File: src/rtl/e203_ifu_predec_fifo.sv
// rtl/e203_ifu_predec_fifo.sv - IFU mini-decoder with static prediction feeding a DEPTH-entry FIFO
module e203_ifu_predec_fifo #(
    parameter int DEPTH   = 2,
    parameter int PC_W    = 32,
    parameter int XLEN    = 32,
    parameter int RFIDX_W = 5,
    parameter int CNT_W   = 2
) (
    input  logic                clk,
    input  logic                rst,
    input  logic                flush,
    input  logic                i_valid,
    output logic                i_ready,
    input  logic [31:0]         i_instr,
    input  logic [PC_W-1:0]     i_pc,
    output logic                o_valid,
    input  logic                o_ready,
    output logic [31:0]         o_instr,
    output logic [PC_W-1:0]     o_pc,
    output logic                o_rv32,
    output logic                o_bjp,
    output logic                o_jal,
    output logic                o_jalr,
    output logic                o_bxx,
    output logic [RFIDX_W-1:0]  o_jalr_rs1idx,
    output logic [XLEN-1:0]     o_bjp_imm,
    output logic                o_prdt_taken,
    output logic [PC_W-1:0]     o_prdt_pc,
    output logic [CNT_W-1:0]    o_count
);

    localparam int PTR_W = (DEPTH > 1) ? $clog2(DEPTH) : 1;
    localparam logic [CNT_W-1:0] FULL_CNT = CNT_W'(DEPTH);

    typedef struct packed {
        logic [31:0]        instr;
        logic [PC_W-1:0]    pc;
        logic               rv32;
        logic               jal;
        logic               jalr;
        logic               bxx;
        logic [RFIDX_W-1:0] rs1idx;
        logic [XLEN-1:0]    imm;
        logic               taken;
        logic [PC_W-1:0]    prdt_pc;
    } entry_t;

    entry_t             mem [DEPTH];
    entry_t             dec;
    entry_t             head;
    logic [PTR_W-1:0]   rd_ptr;
    logic [PTR_W-1:0]   wr_ptr;
    logic [CNT_W-1:0]   count;
    logic               push;
    logic               pop;
    logic [6:0]         opcode;
    logic [2:0]         funct3;

    assign opcode = i_instr[6:0];
    assign funct3 = i_instr[14:12];

    // Push-side decode; everything beyond rv32 is gated so 16-bit parcels carry no prediction.
    always_comb begin
        dec        = '0;
        dec.instr  = i_instr;
        dec.pc     = i_pc;
        dec.rv32   = (i_instr[1:0] == 2'b11);
        dec.jal    = dec.rv32 & (opcode == 7'b1101111);
        dec.jalr   = dec.rv32 & (opcode == 7'b1100111) & (funct3 == 3'b000);
        dec.bxx    = dec.rv32 & (opcode == 7'b1100011) &
                     (funct3 != 3'b010) & (funct3 != 3'b011);
        if (dec.jal) begin
            dec.imm = {{(XLEN-21){i_instr[31]}}, i_instr[31], i_instr[19:12],
                       i_instr[20], i_instr[30:21], 1'b0};
        end else if (dec.jalr) begin
            dec.imm = {{(XLEN-12){i_instr[31]}}, i_instr[31:20]};
        end else if (dec.bxx) begin
            dec.imm = {{(XLEN-13){i_instr[31]}}, i_instr[31], i_instr[7],
                       i_instr[30:25], i_instr[11:8], 1'b0};
        end
        if (dec.jalr) begin
            dec.rs1idx = RFIDX_W'(i_instr[19:15]);
        end
        dec.taken = dec.jal | dec.jalr | (dec.bxx & dec.imm[XLEN-1]);
        // jalr target depends on rs1, so only pc-relative forms get a predicted PC.
        if (dec.jal | dec.bxx) begin
            dec.prdt_pc = i_pc + dec.imm;
        end
    end

    assign o_valid = (count != '0) & ~rst;
    assign i_ready = (count < FULL_CNT) & ~rst & ~flush;
    assign push    = i_valid & i_ready;
    assign pop     = o_valid & o_ready;

    always_ff @(posedge clk) begin
        if (push) begin
            mem[wr_ptr] <= dec;
        end
    end

    always_ff @(posedge clk) begin
        if (rst || flush) begin
            rd_ptr <= '0;
            wr_ptr <= '0;
            count  <= '0;
        end else begin
            if (push) begin
                wr_ptr <= wr_ptr + 1'b1;
            end
            if (pop) begin
                rd_ptr <= rd_ptr + 1'b1;
            end
            case ({push, pop})
                2'b10:   count <= count + 1'b1;
                2'b01:   count <= count - 1'b1;
                default: count <= count;
            endcase
        end
    end

    // Unread storage is never reset, so the head is masked to zero whenever it is not valid.
    always_comb begin
        head = '0;
        if (o_valid) begin
            head = mem[rd_ptr];
        end
    end

    assign o_instr       = head.instr;
    assign o_pc          = head.pc;
    assign o_rv32        = head.rv32;
    assign o_jal         = head.jal;
    assign o_jalr        = head.jalr;
    assign o_bxx         = head.bxx;
    assign o_bjp         = head.jal | head.jalr | head.bxx;
    assign o_jalr_rs1idx = head.rs1idx;
    assign o_bjp_imm     = head.imm;
    assign o_prdt_taken  = head.taken;
    assign o_prdt_pc     = head.prdt_pc;
    assign o_count       = count;

endmodule

File: config.mk
export PLATFORM = sky130hd
export DESIGN_NAME = e203_ifu_predec_fifo
export DESIGN_NICKNAME = d
export VERILOG_FILES = /design/src/rtl/e203_ifu_predec_fifo.sv
export SDC_FILE = /design/constraint.sdc
export NUM_CORES = 1
export LEC_CHECK = 0
export ABC_AREA = 1
export ABC_CLOCK_PERIOD_IN_PS = 18500
export CAP_MARGIN = 10
export CORE_UTILIZATION = 45
export CTS_BUF_LIST = sky130_fd_sc_hd__clkbuf_8 sky130_fd_sc_hd__clkbuf_16
export DETAILED_ROUTE_END_ITERATION = 16
export GPL_ROUTABILITY_DRIVEN = 1
export GPL_TIMING_DRIVEN = 0
export PLACE_DENSITY_LB_ADDON = 0.3
export SYNTH_ARGS = -nofsm -noshare
export SYNTH_HDL_FRONTEND = slang
export SYNTH_SLANG_ARGS = --single-unit
File: constraint.sdc
create_clock -name clk -period 18.5 [get_ports clk]
set_input_delay 3.7 -clock clk [delete_from_list [all_inputs] [get_ports clk]]
set_output_delay 3.7 -clock clk [all_outputs]
set_load 0.02 [all_outputs]
# == Word level (Yosys, flattened, before mapping) ==
# Memories as Yosys holds them, arrays and structs flattened. A register that Yosys moved wholly into a read port is not among the register bits.
# Cells that the tools add are included.
# word_totals
register_bits,4
mem_count,1
mem_bits_rw,276
input_bits,69
# memory_table
name,words,word_bits,rd,rd_ports_with_merged_regs,wr,line_no,text
mem,2,138,1,1,1,48,entry_t mem [DEPTH];
# classes
eq_ne,8
muxes,11
n_addsub,5
n_bitwise,19
n_lt_le_gt_ge,1
n_reduce_logical,4
# op_table
operator,count
138-bit two-way mux,1
32-bit two-way mux,4
32-bit adder,1
"7-bit equality test, second input constant",3
1-bit AND,12
"3-bit by 2-bit != test with 1-bit output, second input constant",2
5-bit two-way mux,1
1-bit bitwise OR,5
"2-bit equality test, second input constant",2
1-bit two-way mux,4
2-bit case mux with 2 select lines,1
2-bit nonzero test,2
3-bit logical NOT,1
"1-bit adder, second input constant",2
"2-bit by 1-bit adder with 2-bit output, second input constant",1
"2-bit by 1-bit equality test with 1-bit output, second input constant",1
"2-bit < comparator, second input constant",1
1-bit NOT,2
"2-bit by 1-bit subtractor with 2-bit output, second input constant",1
1-bit logical OR,1

# == Longest topological paths before layout ==
# Gate-level depths: netlist (run 1).
# depth
ltp_word,9
depth_mapped,20
mapped_depth_nobuf,20

# == Worst setup path after synthesis (run 1) ==
# Ideal clock, no wire load.
# synth_timing
kind,in2reg
startpoint,in rst
endpoint,"mem mem[0][0] in the netlist's numbering, enable pin"
setup_slack_ps,8163
arrival_time_ps,9722
cell_stages,5
path_buffers,0
required_ps,17885
path_cell_list,nor2_1 > inv_1 > nor2_1 > nand2_1 > nor2_1
# synth_via
elab_chain_len,6
# synth_rtl
item,line_no,text
"start, declared",10,"input logic rst,"
1-bit NOT,92,assign i_ready = (count < FULL_CNT) & ~rst & ~flush;
1-bit AND (2 in a row),92,
via i_ready,13,"output logic i_ready,"
1-bit AND,93,assign push = i_valid & i_ready;
1-bit two-way mux,97,if (push) begin
1-bit two-way mux (not written as such),98,mem[wr_ptr] <= dec;
"end, declared",48,
# The timed path passes the listed nets, and every way through them passes these cells.

# == Final worst setup path (run 1) ==
# layout_timing
startpoint,in rst
endpoint,out o_bjp_imm[26]
# layout_via
elab_chain_len,3
# layout_rtl
item,line_no,text
1-bit NOT,91,assign o_valid = (count != '0) & ~rst;
1-bit AND,91,
138-bit two-way mux,125,if (o_valid) begin
"end, declared",26,"output logic [XLEN-1:0] o_bjp_imm,"
# Every way passes these cells.

==> results of run 1 <==
state kept, by name, indices dropped and copies added, names as in the netlist, named ones only:
name	cells
mem	254
o_count	2
rd_ptr	1
wr_ptr	1
cells in the final DEF, fill, tap and decap left out, drive strengths merged, types with 2 or more instances in the layout:
| cell | Yosys | final |
|---|---|---|
| nand4 | 5 | 5 |
| clkbuf | 2 | 31 |
| bufinv | 0 | 4 |
| a21oi | 50 | 50 |
| nand3 | 22 | 22 |
| dfxtp | 5 | 5 |
| nor2 | 91 | 91 |
| xnor2 | 2 | 2 |
| o21ai | 15 | 15 |
| a22o | 4 | 4 |
| nor3 | 7 | 7 |
| edfxtp | 254 | 254 |
| nand3b | 4 | 4 |
| inv | 264 | 271 |
| xor2 | 4 | 4 |
| clkinv | 0 | 10 |
| clkdlybuf4s50 | 0 | 211 |
| mux2 | 127 | 127 |
| nand2 | 366 | 366 |
| o21bai | 4 | 4 |
| buf | 40 | 48 |
| ha | 39 | 39 |
power groups by stage:
stage                     Clock (mW)  Sequential [mW]  Combinational, mW
after floorplan                    0            0.664             0.0346
after global placement             0            0.665             0.0695
after detailed placement           0            0.662             0.0723
after CTS                      0.566            0.650             0.0728
after global routing           0.589            0.650             0.0790
final                          0.555            0.650             0.0725
layer usage:
metal / share of wire (%) / up-vias
met2: 48 / 225
li1: - / 4727
met3: 5.3 / 34
met5: 0.050 / -
met1: 45 / 4414
met4: 1.3 / 2
worst max path at each step:
stage / from / to
after floorplan: rst / mem[0][0]
after global placement: rst / mem[1][30]
after detailed placement: rst / o_bjp_imm[26]
after CTS: rst / o_bjp_imm[26]
after global routing: rst / o_bjp_imm[26]
final: rst / o_bjp_imm[26]
per-stage QoR:
step	utilization, %	area (um^2)	worst slack [ps]	cells	hold slack [ps]
2_1_floorplan	-	13400	8160	1310	459
6_report	58.9	17100	8370	1964	512
5_1_grt	58.9	17100	8210	1964	559
3_3_place_gp	55.1	16000	4740	1905	470
4_1_cts	58.9	17100	8330	1964	524
3_5_place_dp	55.7	16200	8350	1913	508
worst max-delay path, delay by kind of cell:
kind	cells	cell delay (ps)
buffers and inverters	6	2380
and+or+nand+nor	2	330
synthesized netlist by cell type, drive strengths merged:
cell type and count:
o21bai 4, xor2 4, inv 264, o21ai 15
nor4 1, a221oi 1, nand3 22, xnor2 2
a21oi 50, mux2 127, nor3 7, o21a 1
ha 39, nand2 366, clkbuf 2, a22o 4
nand3b 4, nand4 5, dfxtp 5, a21o 1
buf 40, edfxtp 254, fa 1, nor2 91
cell families (layout without fill, tap and decap cells):
kind of cell	after synthesis	after routing	share of synthesized area (%)
multiplexers	127	127	10.7
XOR/XNOR	6	6	0.393
flip-flops	259	259	57.7
AND/OR/NAND/NOR	496	496	14.7
buffers and inverters	306	576	9.27
AO/OA/AOI/OAI	76	76	3.37
adder cells (fa/ha/maj)	40	40	3.80
final cells by class:
type / instances / area, um^2
flip-flops and latches: 259 / 7730
multi-input cells: 745 / 4430
well taps: 384 / 480
repair buffers: 219 / 2270
clock buffers: 29 / 726
plain buffers: 42 / 248
fillers: 2423 / 11900
clock inverters: 22 / 198
inverters: 264 / 993
==> metrics.txt, run 1 <==
# TYPE chip_impl_metric gauge
chip_impl_metric{name="p_leak",unit="nW"} 8.01
chip_impl_metric{name="ant_nets",unit=""} 0
chip_impl_info{name="setup.worst_path.end_class",value="primary output"} 1
chip_impl_metric{name="synth.avg_cell_area",unit="um^2"} 10.2
chip_impl_info{name="synthTopCellsByArea",value="edfxtp_1 57%, mux2_2 11%, nand2_1 10%"} 1
chip_impl_metric{name="post_synth_inst_count",unit=""} 1310
chip_impl_metric{name="slew_headroom",unit="%"} 51.0
chip_impl_info{name="worst-setup-path-type",value="input pin to primary output"} 1
chip_impl_metric{name="globalRouteTotalUtil",unit="%"} 21.0
chip_impl_metric{name="ys_types",unit=""} 35
chip_impl_metric{name="drt_drc_violations_left",unit=""} 0
chip_impl_info{name="rr_startpoint",value="o_count[1]"} 1
chip_impl_metric{name="swShare",unit="%"} 20.4
chip_impl_info{name="post-synth-top-area-cell",value="edfxtp_1"} 1
chip_impl_metric{name="grt.met3_usage",unit="%"} 2.73
chip_impl_metric{name="wire_length_of_the_first_global_routing_pass",unit="um"} 49800
chip_impl_info{name="path_common_cell",value="clkdlybuf4s50_1"} 1
chip_impl_metric{name="slew_viol_final",unit=""} 0
chip_impl_info{name="critical_path.cell_chain",value="clkdlybuf4s50_1 -> nor2_1 -> clkbuf_1 -> buf_2 -> nand2_1 -> inv_1 -> buf_4 -> clkdlybuf4s50_1"} 1
chip_impl_metric{name="dieHeight",unit="um"} 174
chip_impl_metric{name="arr_time_crit_path",unit="ps"} 6430
chip_impl_metric{name="antenna_violations_before_repair",unit=""} 1
chip_impl_metric{name="power.total",unit="mW"} 1.28
chip_impl_info{name="rsz0062_at_grt",value="false"} 1
chip_impl_metric{name="yosys.area.top_type_share",unit="%"} 57.0
chip_impl_info{name="clockRootBuffer",value="clkbuf_16"} 1
chip_impl_metric{name="synth_nets",unit=""} 1419
chip_impl_metric{name="insertion_delay",unit="ps"} 530
chip_impl_metric{name="synth_area",unit="um^2"} 13400
chip_impl_metric{name="hold_viol",unit=""} 0
chip_impl_metric{name="clock_sinks",unit=""} 259
chip_impl_metric{name="wirelength",unit="um"} 32200
chip_impl_metric{name="cts.reportedPaths.clkPinSlew",unit="ps"} 60
chip_impl_info{name="hold_path_startpoint",value="rd_ptr"} 1
chip_impl_info{name="status",value="finished clean"} 1
chip_impl_metric{name="port-buffer-count",unit=""} 211
chip_impl_metric{name="design.final.nets",unit=""} 1668
chip_impl_metric{name="gr-total-overflow",unit=""} 0
chip_impl_metric{name="dr_total_vias",unit=""} 9402
chip_impl_metric{name="cts_hold_buf",unit=""} 0
chip_impl_metric{name="power.ir.vdd_worst",unit="mV"} 0.0582
chip_impl_metric{name="grt_start_max_net_pins",unit=""} 32
chip_impl_metric{name="globalRouteMet1Util",unit="%"} 28.9
chip_impl_metric{name="final_layout_size_suffix_gt1_share",unit="%"} 15.2
chip_impl_metric{name="net-switching-power",unit="uW"} 261
chip_impl_metric{name="viasPerCell",unit=""} 4.79
chip_impl_metric{name="cellInternalPower",unit="mW"} 1.02
chip_impl_metric{name="cts-buffers-inserted",unit=""} 28
chip_impl_metric{name="design.die.area",unit="um^2"} 30400
chip_impl_metric{name="detailedPlacementHpwl",unit="um"} 24200
chip_impl_metric{name="seq_area_frac_synth",unit="%"} 57.7
chip_impl_metric{name="comb_power_share",unit="%"} 5.7
chip_impl_info{name="cts_tree",value="done"} 1
chip_impl_metric{name="yosys_synthesis_warning_count",unit=""} 0
chip_impl_metric{name="number_of_flip_flops_and_latches_in_the_synthesized_netlist",unit=""} 259
chip_impl_metric{name="num_io_pins",unit=""} 212
chip_impl_metric{name="clockPowerShare",unit="%"} 43.4
chip_impl_metric{name="r2r_cells",unit=""} 5
chip_impl_metric{name="post_cts_resized",unit=""} 0
chip_impl_metric{name="dr.first_iter.drc_count",unit=""} 602
chip_impl_metric{name="post_cts_buffers",unit=""} 0
chip_impl_metric{name="start_util",unit="%"} 46.1
chip_impl_metric{name="period_minus_slack",unit="ps"} 10130
chip_impl_info{name="grt.busiest_layer",value="met2"} 1
chip_impl_metric{name="timing.final.setup_violations",unit=""} 0
chip_impl_metric{name="finClkSkew",unit="ps"} 6.31
chip_impl_metric{name="fp.coreArea",unit="um^2"} 29000
chip_impl_metric{name="worst_reg_to_reg_setup_slack",unit="ps"} 16400
chip_impl_metric{name="gpl.final_weighted_congestion",unit=""} 0.857
chip_impl_metric{name="clock.fmax",unit="MHz"} 98.7
chip_impl_metric{name="final.period_utilization",unit="%"} 54.7
chip_impl_metric{name="num_antenna_cells",unit=""} 0
chip_impl_metric{name="total_iterations_of_the_first_detailed_routing_run",unit=""} 5
chip_impl_info{name="hold_path_end",value="rd_ptr"} 1
chip_impl_metric{name="power_density_normalized_to_cell_area",unit="nW/um^2"} 74.8
chip_impl_metric{name="tightestPinTransition",unit="ps"} 734
chip_impl_metric{name="pwr-share-seq",unit="%"} 50.9
chip_impl_metric{name="cp_data_required_time",unit="ps"} 14800
chip_impl_info{name="reg2reg_to",value="mem[1][13]"} 1
chip_impl_metric{name="cts-root-to-sink-buffers",unit=""} 3
chip_impl_metric{name="worstHoldPathCells",unit=""} 2
chip_impl_info{name="setup_crit_start_kind",value="input pin"} 1
chip_impl_metric{name="std_cell_rows",unit=""} 62
chip_impl_metric{name="fin_setup_tns",unit="ps"} 0
chip_impl_metric{name="met2_usage",unit="%"} 35.7
chip_impl_info{name="worst_hold_path_type",value="flop to flop"} 1
chip_impl_metric{name="cp_slowest_stage_delay",unit="ps"} 600
chip_impl_metric{name="die_w",unit="um"} 174
chip_impl_metric{name="first_global_vias",unit=""} 9319
chip_impl_metric{name="timing.max_cap.violations",unit=""} 0
chip_impl_metric{name="drt-wirelength-per-cell",unit="um"} 16.4
chip_impl_info{name="worst_path_max_delay_cell",value="clkbuf_1"} 1
chip_impl_metric{name="critical_path.max_fanout",unit=""} 12
chip_impl_metric{name="synthToLayoutAreaGrowth",unit="%"} 27.6
chip_impl_metric{name="cts.htree.levels",unit=""} 1
Note: power is estimated with default switching activity, not from simulation.
==> run 2, diff against run 1 <==
--- a/config.mk
+++ b/config.mk
@@ -6,7 +6,7 @@
 export NUM_CORES = 1
 export LEC_CHECK = 0
 export ABC_AREA = 1
-export ABC_CLOCK_PERIOD_IN_PS = 18500
+export ABC_CLOCK_PERIOD_IN_PS = 9000
 export CAP_MARGIN = 10
 export CORE_UTILIZATION = 45
 export CTS_BUF_LIST = sky130_fd_sc_hd__clkbuf_8 sky130_fd_sc_hd__clkbuf_16
==> constraint.sdc (replaced) <==
create_clock -name clk -period 9 [get_ports clk]
set_input_delay 1.8 -clock clk [delete_from_list [all_inputs] [get_ports clk]]
set_output_delay 1.8 -clock clk [all_outputs]
set_load 0.02 [all_outputs]
==> results of run 2 <==
The final DEF is identical to that of run 1. Status: finished clean.
Main changes from that run: setup slack after placement 8350 ps -> 2650 ps; setup slack after layout 8370 ps -> 2670 ps; register-to-register setup slack 16400 ps -> 6900 ps; total power 1.28 mW -> 2.63 mW; worst IR drop on VDD 0.0582 mV -> 0.120 mV
